===== config.mk =====
export PLATFORM = sky130hd
export DESIGN_NAME = pipe_stage_skid
export DESIGN_NICKNAME = d
export VERILOG_FILES = /design/src/rtl/pipe_stage_skid.sv
export SDC_FILE = /design/constraint.sdc
export NUM_CORES = 1
export LEC_CHECK = 0
export CAP_MARGIN = 20
export CORE_ASPECT_RATIO = 1.75
export CORE_MARGIN = 5
export CORE_UTILIZATION = 40
export DETAILED_ROUTE_END_ITERATION = 16
export PLACE_DENSITY_LB_ADDON = 0.1
export SETUP_SLACK_MARGIN = 0.02
export SYNTH_ARGS = -nofsm -noshare
export SYNTH_HDL_FRONTEND = slang
export SYNTH_SLANG_ARGS = --single-unit

===== constraint.sdc =====
create_clock -name clk -period 4.15 [get_ports clk]
set_clock_uncertainty 0.1 [all_clocks]
set_input_delay 0.83 -clock clk [delete_from_list [all_inputs] [get_ports clk]]
set_output_delay 0.83 -clock clk [all_outputs]
set_load 0.03 [all_outputs]

===== src/rtl/pipe_stage_skid.sv =====
// Pipeline stage register with valid/ready handshake and a one-entry skid buffer.
// The skid buffer lets in_ready be registered. The block also has a sync flush and a saturating stall counter.
module pipe_stage_skid #(
    parameter int DATA_W = 32,
    parameter int CTRL_W = 8,
    parameter int CNT_W  = 16
) (
    input  logic              clk,
    input  logic              reset,
    input  logic              in_valid,
    output logic              in_ready,
    input  logic [DATA_W-1:0] in_data,
    input  logic [CTRL_W-1:0] in_ctrl,
    input  logic              flush,
    output logic              out_valid,
    input  logic              out_ready,
    output logic [DATA_W-1:0] out_data,
    output logic [CTRL_W-1:0] out_ctrl,
    output logic [1:0]        occupancy,
    output logic [CNT_W-1:0]  stall_cycles
);

    // State encoding equals the number of words held, so occupancy is the state itself.
    typedef enum logic [1:0] {
        ST_EMPTY = 2'd0,
        ST_ONE   = 2'd1,
        ST_TWO   = 2'd2
    } state_t;

    typedef enum logic [2:0] {
        MAIN_HOLD,
        MAIN_LOAD_IN,
        MAIN_LOAD_SKID,
        MAIN_BUBBLE,
        MAIN_CLEAR
    } main_op_t;

    typedef enum logic [1:0] {
        SKID_HOLD,
        SKID_LOAD_IN,
        SKID_CLEAR
    } skid_op_t;

    // Handshake: a word moves across a port on a rising edge where valid and ready are both 1.
    // Ready and valid are both registered here, so neither depends on a same-cycle input.
    state_t            r_state;
    state_t            w_next_state;
    main_op_t          w_main_op;
    skid_op_t          w_skid_op;
    logic              r_in_ready;
    logic              r_out_valid;
    logic [DATA_W-1:0] r_main_data;
    logic [CTRL_W-1:0] r_main_ctrl;
    logic [DATA_W-1:0] r_skid_data;
    logic [CTRL_W-1:0] r_skid_ctrl;
    logic [CNT_W-1:0]  r_stall;
    logic              w_acc;
    logic              w_take;

    assign w_acc  = in_valid & r_in_ready;
    assign w_take = r_out_valid & out_ready;

    always_comb begin
        w_next_state = r_state;
        w_main_op    = MAIN_HOLD;
        w_skid_op    = SKID_HOLD;
        if (flush) begin
            w_next_state = ST_EMPTY;
            w_main_op    = MAIN_CLEAR;
            w_skid_op    = SKID_CLEAR;
        end else begin
            case (r_state)
                ST_EMPTY: begin
                    if (w_acc) begin
                        w_next_state = ST_ONE;
                        w_main_op    = MAIN_LOAD_IN;
                    end
                end
                ST_ONE: begin
                    if (w_acc && w_take) begin
                        w_main_op = MAIN_LOAD_IN;
                    end else if (w_acc) begin
                        w_next_state = ST_TWO;
                        w_skid_op    = SKID_LOAD_IN;
                    end else if (w_take) begin
                        w_next_state = ST_EMPTY;
                        w_main_op    = MAIN_BUBBLE;
                    end
                end
                ST_TWO: begin
                    if (w_take) begin
                        w_next_state = ST_ONE;
                        w_main_op    = MAIN_LOAD_SKID;
                        w_skid_op    = SKID_CLEAR;
                    end
                end
                default: begin
                    w_next_state = ST_EMPTY;
                    w_main_op    = MAIN_CLEAR;
                    w_skid_op    = SKID_CLEAR;
                end
            endcase
        end
    end

    always_ff @(posedge clk or posedge reset) begin
        if (reset) begin
            r_state     <= ST_EMPTY;
            r_in_ready  <= 1'b0;
            r_out_valid <= 1'b0;
        end else begin
            r_state     <= w_next_state;
            r_in_ready  <= (w_next_state != ST_TWO);
            r_out_valid <= (w_next_state != ST_EMPTY);
        end
    end

    // A bubble only zeroes control bits; the payload is left as it was.
    always_ff @(posedge clk or posedge reset) begin
        if (reset) begin
            r_main_data <= '0;
            r_main_ctrl <= '0;
        end else begin
            case (w_main_op)
                MAIN_LOAD_IN: begin
                    r_main_data <= in_data;
                    r_main_ctrl <= in_ctrl;
                end
                MAIN_LOAD_SKID: begin
                    r_main_data <= r_skid_data;
                    r_main_ctrl <= r_skid_ctrl;
                end
                MAIN_BUBBLE: r_main_ctrl <= '0;
                MAIN_CLEAR: begin
                    r_main_data <= '0;
                    r_main_ctrl <= '0;
                end
                default: ;
            endcase
        end
    end

    always_ff @(posedge clk or posedge reset) begin
        if (reset) begin
            r_skid_data <= '0;
            r_skid_ctrl <= '0;
        end else begin
            case (w_skid_op)
                SKID_LOAD_IN: begin
                    r_skid_data <= in_data;
                    r_skid_ctrl <= in_ctrl;
                end
                SKID_CLEAR: begin
                    r_skid_data <= '0;
                    r_skid_ctrl <= '0;
                end
                default: ;
            endcase
        end
    end

    // Flush deliberately leaves the stall counter alone; only reset clears it.
    always_ff @(posedge clk or posedge reset) begin
        if (reset) begin
            r_stall <= '0;
        end else if (r_out_valid && !out_ready && (r_stall != {CNT_W{1'b1}})) begin
            r_stall <= r_stall + CNT_W'(1);
        end
    end

    assign in_ready     = r_in_ready;
    assign out_valid    = r_out_valid;
    assign out_data     = r_main_data;
    assign out_ctrl     = r_main_ctrl;
    assign occupancy    = r_state;
    assign stall_cycles = r_stall;

endmodule


==> summary.txt, run 1 <==
Run status
  • Status: finished, final reports clean

Clock tree
  • Clock Tree Buf Depth: 2
  • Clock Tree Root: clkbuf_16
  • CTS Buf Count: 9
  • H-tree depth: 3
  • Clock transition at path regs: roughly 0.070 ns
  • Total clock sinks: 100
  • Clk_lat worst skew: 0.34 ns
  • CTS tree: built
  • Post-CTS setup buffers: 0
  • Hold_buf cts: 0
  • Post_cts resized: 0

Timing
  • Fin crit period: 3.18 ns
  • WHS: just under 0.4 ns
  • Setup TNS: 0 ns
  • Fin. Hold Viols: 0
  • RSZ-0062 raised after global routing: no
  • Count of final setup violators: 0
  • Relative slew slack: 0.513
  • Fin. max-slew vios: 0
  • Slew @ Worst Pin: around 0.73 ns
  • Final cycle utilization of the critical path: 0.766
  • Fmax: 0.315 GHz

Worst setup path
  • CP Capture Type: flop
  • CP required: around 4.2 ns
  • Worst r2r src: occupancy[0]$_DFF_PP0_
  • Critical path peak fanout: 62
  • Critical path launch point type: input pin
  • CP arrival: 3.27 ns
  • Worst path max stage delay: 0.57 ns
  • Slowest CP cell: clkdlybuf4s50_1
  • Critical Path Start: in_valid
  • Crit Path Class: input pin to flop
  • Crit-path cells: clkdlybuf4s50_1 -> nand2_1 -> or4_1 -> ha_2 -> buf_4 -> nand2b_1 -> o21ai_0

Layout
  • N_diodes: 0
  • Layout cells sized above 1: 0.156
  • Syn-to-layout area delta: 30.6%
  • Commonest non-fill, non-tap cell in the layout: clkdlybuf4s50_1
  • Fin area: 6140 um2
  • Most frequent cells in the layout: clkdlybuf4s50_1 (104), dfrtp_1 (100), a22o_1 (40)
  • Final net count: roughly 540
  • Fin util: 0.530

Logic synthesis
  • Post-Syn Area: 4700 um2
  • #FFs+latches synth: 100
  • Synth Net Count: 439
  • Synthesized instance count: 392
  • Post-synthesis sequential area ratio: 0.532
  • Ys flop type: dfrtp_1
  • Synth unique cells: 38
  • Synth warn: 0
  • Syn Area/Cell: 12.0 um2
  • Number of synthesized flops with an enable pin: 0
  • Post-synthesis async set-or-reset flop share: 1.00

Power and ir drop
  • P_int: 1.85 mW
  • Switching power: ~840 uW
  • Comb power frac: 0.263
  • Pwr Density: ~440 nW/um2
  • Clock power frac: 0.291
  • Worst IR Drop VDD: roughly 200 uV
  • Leak Pwr: roughly 2.8 nW
  • Sequential share of power: 0.446
  • Sw frac: 0.313

Worst hold path
  • Worst hold-check path type: flop to flop
  • Hold wc startpoint: r_skid_data[22]$_DFFE_PP0P_

Global route
  • Initial antenna violation count: 0
  • Gr usage total: 0.160
  • Largest net degree at the start of global routing: 63
  • Vias in the first global route: 3499
  • First-pass GRT wire length: 18300 um
  • Grt ovf: 0

Drt
  • Vias: ~3300
  • DR pass1 iterations: 4
  • 1st-iter DRT viols: 92
  • Post-route ant nets: 0
  • # DRC: 0
  • Routed wire per std cell: 17.2 um
  • Routed wire length: 10800 um
  • Routed vias/inst: 5.30

Placement
  • IO buf count: around 100
  • HPWL Detailed: 7220 um
  • Placed cell area: 5880 um2
  • GPL Wtd Cong: 0.776

Floorplan
  • I/O pin count: 105
  • Horiz. Die Dim: 92.0 um
  • DIE AREA: 14100 um2
  • Die Ht: about 150 um
  • Rows: 52
  • Initial core utilization: 0.406
  • Core ar.: ~12000 um2

Flow run
  • Maxcap violations: 0
power groups by stage:
stage / Combinational [mW] / Sequential [mW] / Clock [mW]
global placement: 0.705 / 1.21 / 0
global route: 0.758 / 1.22 / 0.844
CTS: 0.720 / 1.20 / 0.805
floorplan: 0.294 / 1.35 / 0
detailed placement: 0.718 / 1.22 / 0
finish: 0.707 / 1.20 / 0.782
final timing paths:
kind	end	slack (ns)	cells past startpoint
max in group asynchronous	r_skid_ctrl[1]$_DFFE_PP0P_	2.39	3
worst min register to register	r_skid_data[22]$_DFFE_PP0P_	0.39	2
worst max-delay path	r_skid_data[24]$_DFFE_PP0P_	0.97	7
min in group asynchronous	out_data[9]$_DFFE_PP0P_	0.85	2
worst max register to register	r_skid_data[24]$_DFFE_PP0P_	1.53	6
worst min-delay path	r_skid_data[22]$_DFFE_PP0P_	0.39	2
final cells by class:
class | instances | area, um2
Multi-Input combinational cell | 262 | 2080
Inverter | 5 | 21.3
Fill cell | 1056 | 5440
Timing Repair Buffer | 111 | 1110
Sequential cell | 100 | 2500
Tap cell | 135 | 169
Clock inverter | 6 | 41.3
Clock buffer | 9 | 225
cells by family after synthesis:
logic type | count (synthesis) | share of synthesized area
compound gates | 93 | 0.152
xor+xnor | 15 | 0.0279
fa+ha+maj | 2 | 0.00532
buf+inv | 30 | 0.0303
flops | 100 | 0.532
mux | 42 | 0.125
simple gates | 110 | 0.127
worst max-delay path, delay by kind of cell:
family	cells	cell delay (ns)
buf+inv	2	1.05
simple gates	3	0.82
fa+ha+maj	1	0.44
compound gates	1	0.08
synth_stat cells, drive strengths merged, types with 4 or more instances:
cell type,n,area share
nand4,4,0.0053
inv,5,0.0040
mux2,42,0.12
dfrtp,100,0.53
xor2,13,0.024
nor4,4,0.0053
buf,9,0.014
nor2,7,0.0056
a22o,40,0.075
clkbuf,16,0.013
a32o,8,0.017
nor3,7,0.013
o21ai,34,0.036
nand2b,34,0.045
nand3,6,0.0064
nand2,39,0.031
flip-flops by register name, summed over array words and instances, names as in the netlist:
register / cells
out_ctrl: 8
r_skid_data: 32
stall_cycles: 16
out_valid: 1
r_skid_ctrl: 8
in_ready: 1
occupancy: 2
out_data: 32
per-layer routing:
layer	up-vias	wire length (um)	track usage
li1	1597	-	-
met2	83	5450	0.267
met1	1640	4740	0.204
met5	-	0	0
met3	9	487	0.0330
met4	0	144	0.0553
through the flow:
stage / setup WS [ns] / std cells / power [mW]
final: 0.973 / 628 / 2.69
after global routing: 0.812 / 628 / 2.82
after floorplan: 0.601 / 392 / 1.65
after CTS: 0.983 / 628 / 2.72
after detailed placement: 0.634 / 613 / 1.94
after global placement: 0.710 / 613 / 1.92
Note: power is estimated with default switching activity, not from simulation.
==> run 2, diff against run 1 <==
==> constraint.sdc (replaced) <==
create_clock -name clk -period 2.85 [get_ports clk]
set_clock_uncertainty 0.1 [all_clocks]
set_input_delay 0.57 -clock clk [delete_from_list [all_inputs] [get_ports clk]]
set_output_delay 0.57 -clock clk [all_outputs]
set_load 0.03 [all_outputs]
==> summary.txt, run 2 (same netlist as run 1, synthesis figures left out) <==
Run status
  • Status: finished, final reports clean

Drt
  • Routed vias/inst: 5.25
  • # DRC: 0
  • Post-route ant nets: 0
  • Routed wire per std cell: 16.9 um
  • Vias: 3352
  • 1st-iter DRT viols: 96
  • DR pass1 iterations: 6
  • Routed wire length: 10800 um

Timing
  • Fmax: a little over 0.4 GHz
  • Relative slew slack: 0.506
  • Fin. max-slew vios: 0
  • WHS: 0.384 ns
  • Final cycle utilization of the critical path: 0.845
  • Fin crit period: roughly 2.4 ns
  • Count of final setup violators: 0
  • Slew @ Worst Pin: 0.740 ns
  • RSZ-0062 raised after global routing: no
  • Setup TNS: 0 ns
  • Fin. Hold Viols: 0

Power and ir drop
  • Comb power frac: 0.262
  • Worst IR Drop VDD: between 300 and 400 uV
  • Switching power: 1.18 mW
  • Sequential share of power: 0.434
  • Pwr Density: approximately 640 nW/um2
  • Tot Pwr: around 4.0 mW
  • Sw frac: 0.292
  • Clock power frac: 0.304
  • P_int: 2.85 mW
  • Leak Pwr: approximately 2.9 nW

Worst setup path
  • R2R Path End: r_skid_data[7]$_DFFE_PP0P_
  • Worst r2r src: occupancy[0]$_DFF_PP0_
  • Crit Path Class: input pin to flop
  • Critical path launch point type: input pin
  • Worst r2r path cells: 6
  • Crit path to: r_skid_data[7]$_DFFE_PP0P_
  • R2R Setup Slk: just over 0.6 ns
  • Critical Path Start: out_ready
  • CP Capture Type: flop
  • CP required: 2.96 ns
  • CP arrival: between 2 and 3 ns
  • Critical path peak fanout: 60

Layout
  • Layout cells sized above 1: 0.173
  • Multi-input gate area: 2080 um2
  • Fillers: 1036
  • N_diodes: 0
  • Most frequent cells in the layout: clkdlybuf4s50_1 (104), dfrtp_1 (100), a22o_1 (40)
  • Commonest non-fill, non-tap cell in the layout: clkdlybuf4s50_1
  • Register area: 2500 um2
  • Final net count: between 500 and 600
  • Fin util: 0.545
  • Syn-to-layout area delta: 34.1%

Clock tree
  • Clock Tree Buf Depth: 2
  • Post_cts resized: 0
  • CTS Buf Count: 9
  • Hold_buf cts: 0
  • Clk_lat worst skew: about 0.33 ns
  • CTS tree: built
  • H-tree depth: 3
  • Total clock sinks: 100
  • Post-CTS setup buffers: 0
  • Clock transition at path regs: roughly 0.07 ns
  • Clock Tree Root: clkbuf_16

Global route
  • Gr usage total: 0.161
  • First-pass GRT wire length: ~18000 um
  • Met3 Use GR: 0.0330
  • Largest net degree at the start of global routing: between 60 and 70
  • Met2 Use GR: 0.280
  • Met1 global-route usage: 0.192
  • Busiest grt layer: met2
  • Initial antenna violation count: 0
  • Grt ovf: 0
  • Vias in the first global route: 3508

Floorplan
  • Rows: 52
  • Core ar.: 11600 um2
  • DIE AREA: roughly 14000 um2
  • Horiz. Die Dim: 92.0 um
  • Initial core utilization: 0.406
  • Die Ht: 153 um
  • I/O pin count: 105

Placement
  • HPWL Detailed: 7680 um
  • IO buf count: 104
  • GPL Wtd Cong: 0.798

Flow run
  • Maxcap violations: 0

Worst hold path
  • Worst hold-check path type: flop to flop
## run 2: per-layer routing
| metal | routed length, um | vias to the layer above |
|---|---|---|
| met3 | 444 | 13 |
| met5 | 0 | - |
| met4 | 165 | 0 |
| li1 | - | 1614 |
| met1 | 4460 | 1653 |
| met2 | 5730 | 72 |
## run 2: worst min path at each step
stage	start	to	depth (start not counted)
final	r_skid_ctrl[0]$_DFFE_PP0P_	r_skid_ctrl[0]$_DFFE_PP0P_	2
after global routing	r_skid_data[15]$_DFFE_PP0P_	r_skid_data[15]$_DFFE_PP0P_	2
after CTS	r_skid_data[15]$_DFFE_PP0P_	r_skid_data[15]$_DFFE_PP0P_	2
after detailed placement	r_skid_data[13]$_DFFE_PP0P_	r_skid_data[13]$_DFFE_PP0P_	2
after global placement	r_skid_ctrl[0]$_DFFE_PP0P_	r_skid_ctrl[0]$_DFFE_PP0P_	2
after floorplan	r_skid_ctrl[0]$_DFFE_PP0P_	r_skid_ctrl[0]$_DFFE_PP0P_	2
## run 2: power by group through the flow
stage	clock, mW	combinational, mW	sequential, mW
final	1.22	1.05	1.75
after global routing	1.33	1.13	1.78
after CTS	1.27	1.07	1.75
after detailed placement	0	1.07	1.77
after global placement	0	1.05	1.77
after floorplan	0	0.429	1.97
## run 2: worst max-delay path: stages
cell             delay, ns
clkdlybuf4s50_1       0.42
a21bo_2               0.22
or4_1                 0.44
ha_2                  0.39
buf_12                0.22
nand2b_1              0.14
o21ai_0               0.08
## run 2: area by class of cell
| cell class | count | area share |
|---|---|---|
| Clock buffer | 12 | 0.0407 |
| Clock inverter | 4 | 0.00754 |
| Inverter | 5 | 0.00357 |
| Multi-Input combinational cell | 262 | 0.329 |
| Sequential cell | 100 | 0.397 |
| Tap cell | 135 | 0.0268 |
| Timing Repair Buffer | 121 | 0.195 |
## run 2: metrics by stage
stage	instance area [um2]	cells	worst slack (ns)
final	6310	639	0.443
after global routing	6310	639	0.363
after CTS	6310	639	0.466
after global placement	6000	623	0.124
after floorplan	4710	392	0.221
after detailed placement	6000	623	0.104
==> run 3, diff against run 2 <==
==> constraint.sdc (replaced) <==
create_clock -name clk -period 2.3 [get_ports clk]
set_clock_uncertainty 0.1 [all_clocks]
set_input_delay 0.46 -clock clk [delete_from_list [all_inputs] [get_ports clk]]
set_output_delay 0.46 -clock clk [all_outputs]
set_load 0.03 [all_outputs]
==> summary.txt, run 3 (same netlist as run 1, synthesis figures left out) <==
Timing
  • Fmax: 0.461 GHz
  • Slew @ Worst Pin: 0.482 ns
  • Count of final setup violators: 0
  • Fin. max-slew vios: 0
  • Worst Setup Slack, final: 0.130 ns
  • Final cycle utilization of the critical path: 0.944
  • Relative slew slack: 0.675
  • WHS: about 0.37 ns
  • RSZ-0062 raised after global routing: no
  • Fin. Hold Viols: 0
  • Fin crit period: approximately 2.2 ns

Power and ir drop
  • Worst IR Drop VDD: 636 uV
  • Switching power: 1.54 mW
  • Sequential share of power: 0.418
  • Comb power frac: 0.265
  • Sw frac: 0.298
  • Clock power frac: 0.317
  • P_int: 3.63 mW
  • Leak Pwr: between 2 and 3 nW
  • Pwr Density: approximately 800 nW/um2

Clock tree
  • CTS Buf Count: 9
  • Post_cts resized: 1
  • Clk_lat worst skew: 0.34 ns
  • Clock Tree Buf Depth: 2
  • Clock Tree Root: clkbuf_16
  • Total clock sinks: 100
  • H-tree depth: 3
  • Clock transition at path regs: 0.07 ns
  • Post-CTS setup buffers: 0
  • CTS tree: built
  • Hold_buf cts: 0

Drt
  • Routed wire length: 11100 um
  • Met2 routed WL: 5750 um
  • Met3 wire len: between 500 and 600 um
  • Routed vias/inst: ~5.3
  • Top Layer Used: met4
  • # DRC: 0
  • M1 WL: approximately 4600 um
  • DR pass1 iterations: 4
  • Routed wire per std cell: around 17 um
  • 1st-iter DRT viols: between 70 and 80
  • Post-route ant nets: 0
  • Vias: 3470

Placement
  • Placed cell count: 633
  • GPL Wtd Cong: 0.795
  • IO buf count: about 100
  • Pre-CTS WS: -0.369 ns
  • HPWL Detailed: 7750 um

Worst setup path
  • Crit-path cells: clkdlybuf4s50_1 -> a21bo_2 -> or4_4 -> ha_4 -> nor2_1 -> buf_4 -> a22o_1
  • Worst r2r src: occupancy[0]$_DFF_PP0_
  • Critical path launch point type: input pin
  • Worst path max stage delay: around 0.44 ns
  • CP arrival: ~2.3 ns
  • Largest delay share family, worst path: buffers and inverters
  • Crit path buf inv count: 2
  • R2R Setup Slk: 0.23 ns
  • R2R Path End: r_skid_data[1]$_DFFE_PP0P_
  • Crit Path Class: input pin to flop
  • Worst r2r path cells: 6
  • Critical Path Start: out_ready
  • CP Capture Type: flop
  • CP required: 2.43 ns
  • Critical path peak fanout: 8
  • Levels on crit path: 7
  • Slowest CP cell: or4_4
  • Crit path to: r_skid_data[1]$_DFFE_PP0P_

Layout
  • N_diodes: 0
  • Layout cells sized above 1: 0.200
  • Final net count: 556
  • Syn-to-layout area delta: 37.4%
  • Cell Count, Final, Fillers Out: 649
  • Most frequent cells in the layout: clkdlybuf4s50_1 (104), dfrtp_1 (96), a22o_1 (40)
  • Commonest non-fill, non-tap cell in the layout: clkdlybuf4s50_1

Floorplan
  • Rows: 52
  • Horiz. Die Dim: 92.0 um
  • Die Ht: 153 um
  • I/O pin count: about 110
  • Initial core utilization: 0.406
  • DIE AREA: 14100 um2
  • Core ar.: approximately 12000 um2

Global route
  • First-pass GRT wire length: 18800 um
  • Gr usage total: 0.166
  • Initial antenna violation count: 0
  • Vias in the first global route: 3659
  • Grt ovf: 0
  • Largest net degree at the start of global routing: about 40

Worst hold path
  • Worst hold-check path type: input pin to async pin

Flow run
  • Maxcap violations: 0

Run status
  • Status: finished, final reports clean
[run 3: cell types whose count changed in the layout (fill, tap and decap cells not counted), sizes merged]
cell / change
clkbuf: -3
buf: +10
clkinv: +1
bufinv: +1
inv: +1
[run 3: power by group through the flow]
stage	combinational, mW	sequential, mW	clock, mW
floorplan	0.534	2.44	0
global placement	1.36	2.19	0
detailed placement	1.38	2.19	0
CTS	1.39	2.16	1.69
global route	1.47	2.19	1.78
finish	1.37	2.16	1.64
[run 3: layout make-up]
class	instances	area [um2]
well taps	135	169
multi-input cells	262	2090
repair buffers	131	1350
flip-flops and latches	100	2510
clock buffers	9	225
inverters	5	22.5
fillers	1014	5120
clock inverters	7	98.8
[run 3: how the worst min path moves through the flow]
stage | endpoint | slack (ns)
CTS | r_skid_ctrl[4]$_DFFE_PP0P_ | 0.37
global route | r_skid_ctrl[4]$_DFFE_PP0P_ | 0.38
global placement | r_skid_ctrl[0]$_DFFE_PP0P_ | 0.37
floorplan | r_skid_ctrl[0]$_DFFE_PP0P_ | 0.35
finish | r_skid_ctrl[2]$_DFFE_PP0P_ | 0.37
detailed placement | r_skid_data[15]$_DFFE_PP0P_ | 0.37
[run 3: through the flow]
stage / utilization / TNS [ns] / area (um2) / power, mW
final: 0.558 / 0 / 6460 / 5.17
after CTS: 0.557 / 0 / 6450 / 5.23
after global routing: 0.558 / 0 / 6460 / 5.44
after global placement: 0.528 / -13.21 / 6120 / 3.54
after detailed placement: 0.528 / -15.53 / 6120 / 3.57
after floorplan: - / -0.950 / 4720 / 2.97
[run 3: metal layers]
layer  up-vias  global-route usage
met5         -                   0
met4         0              0.0602
met3        11              0.0364
met2        84               0.286
met1      1730               0.202
li1       1645                   -
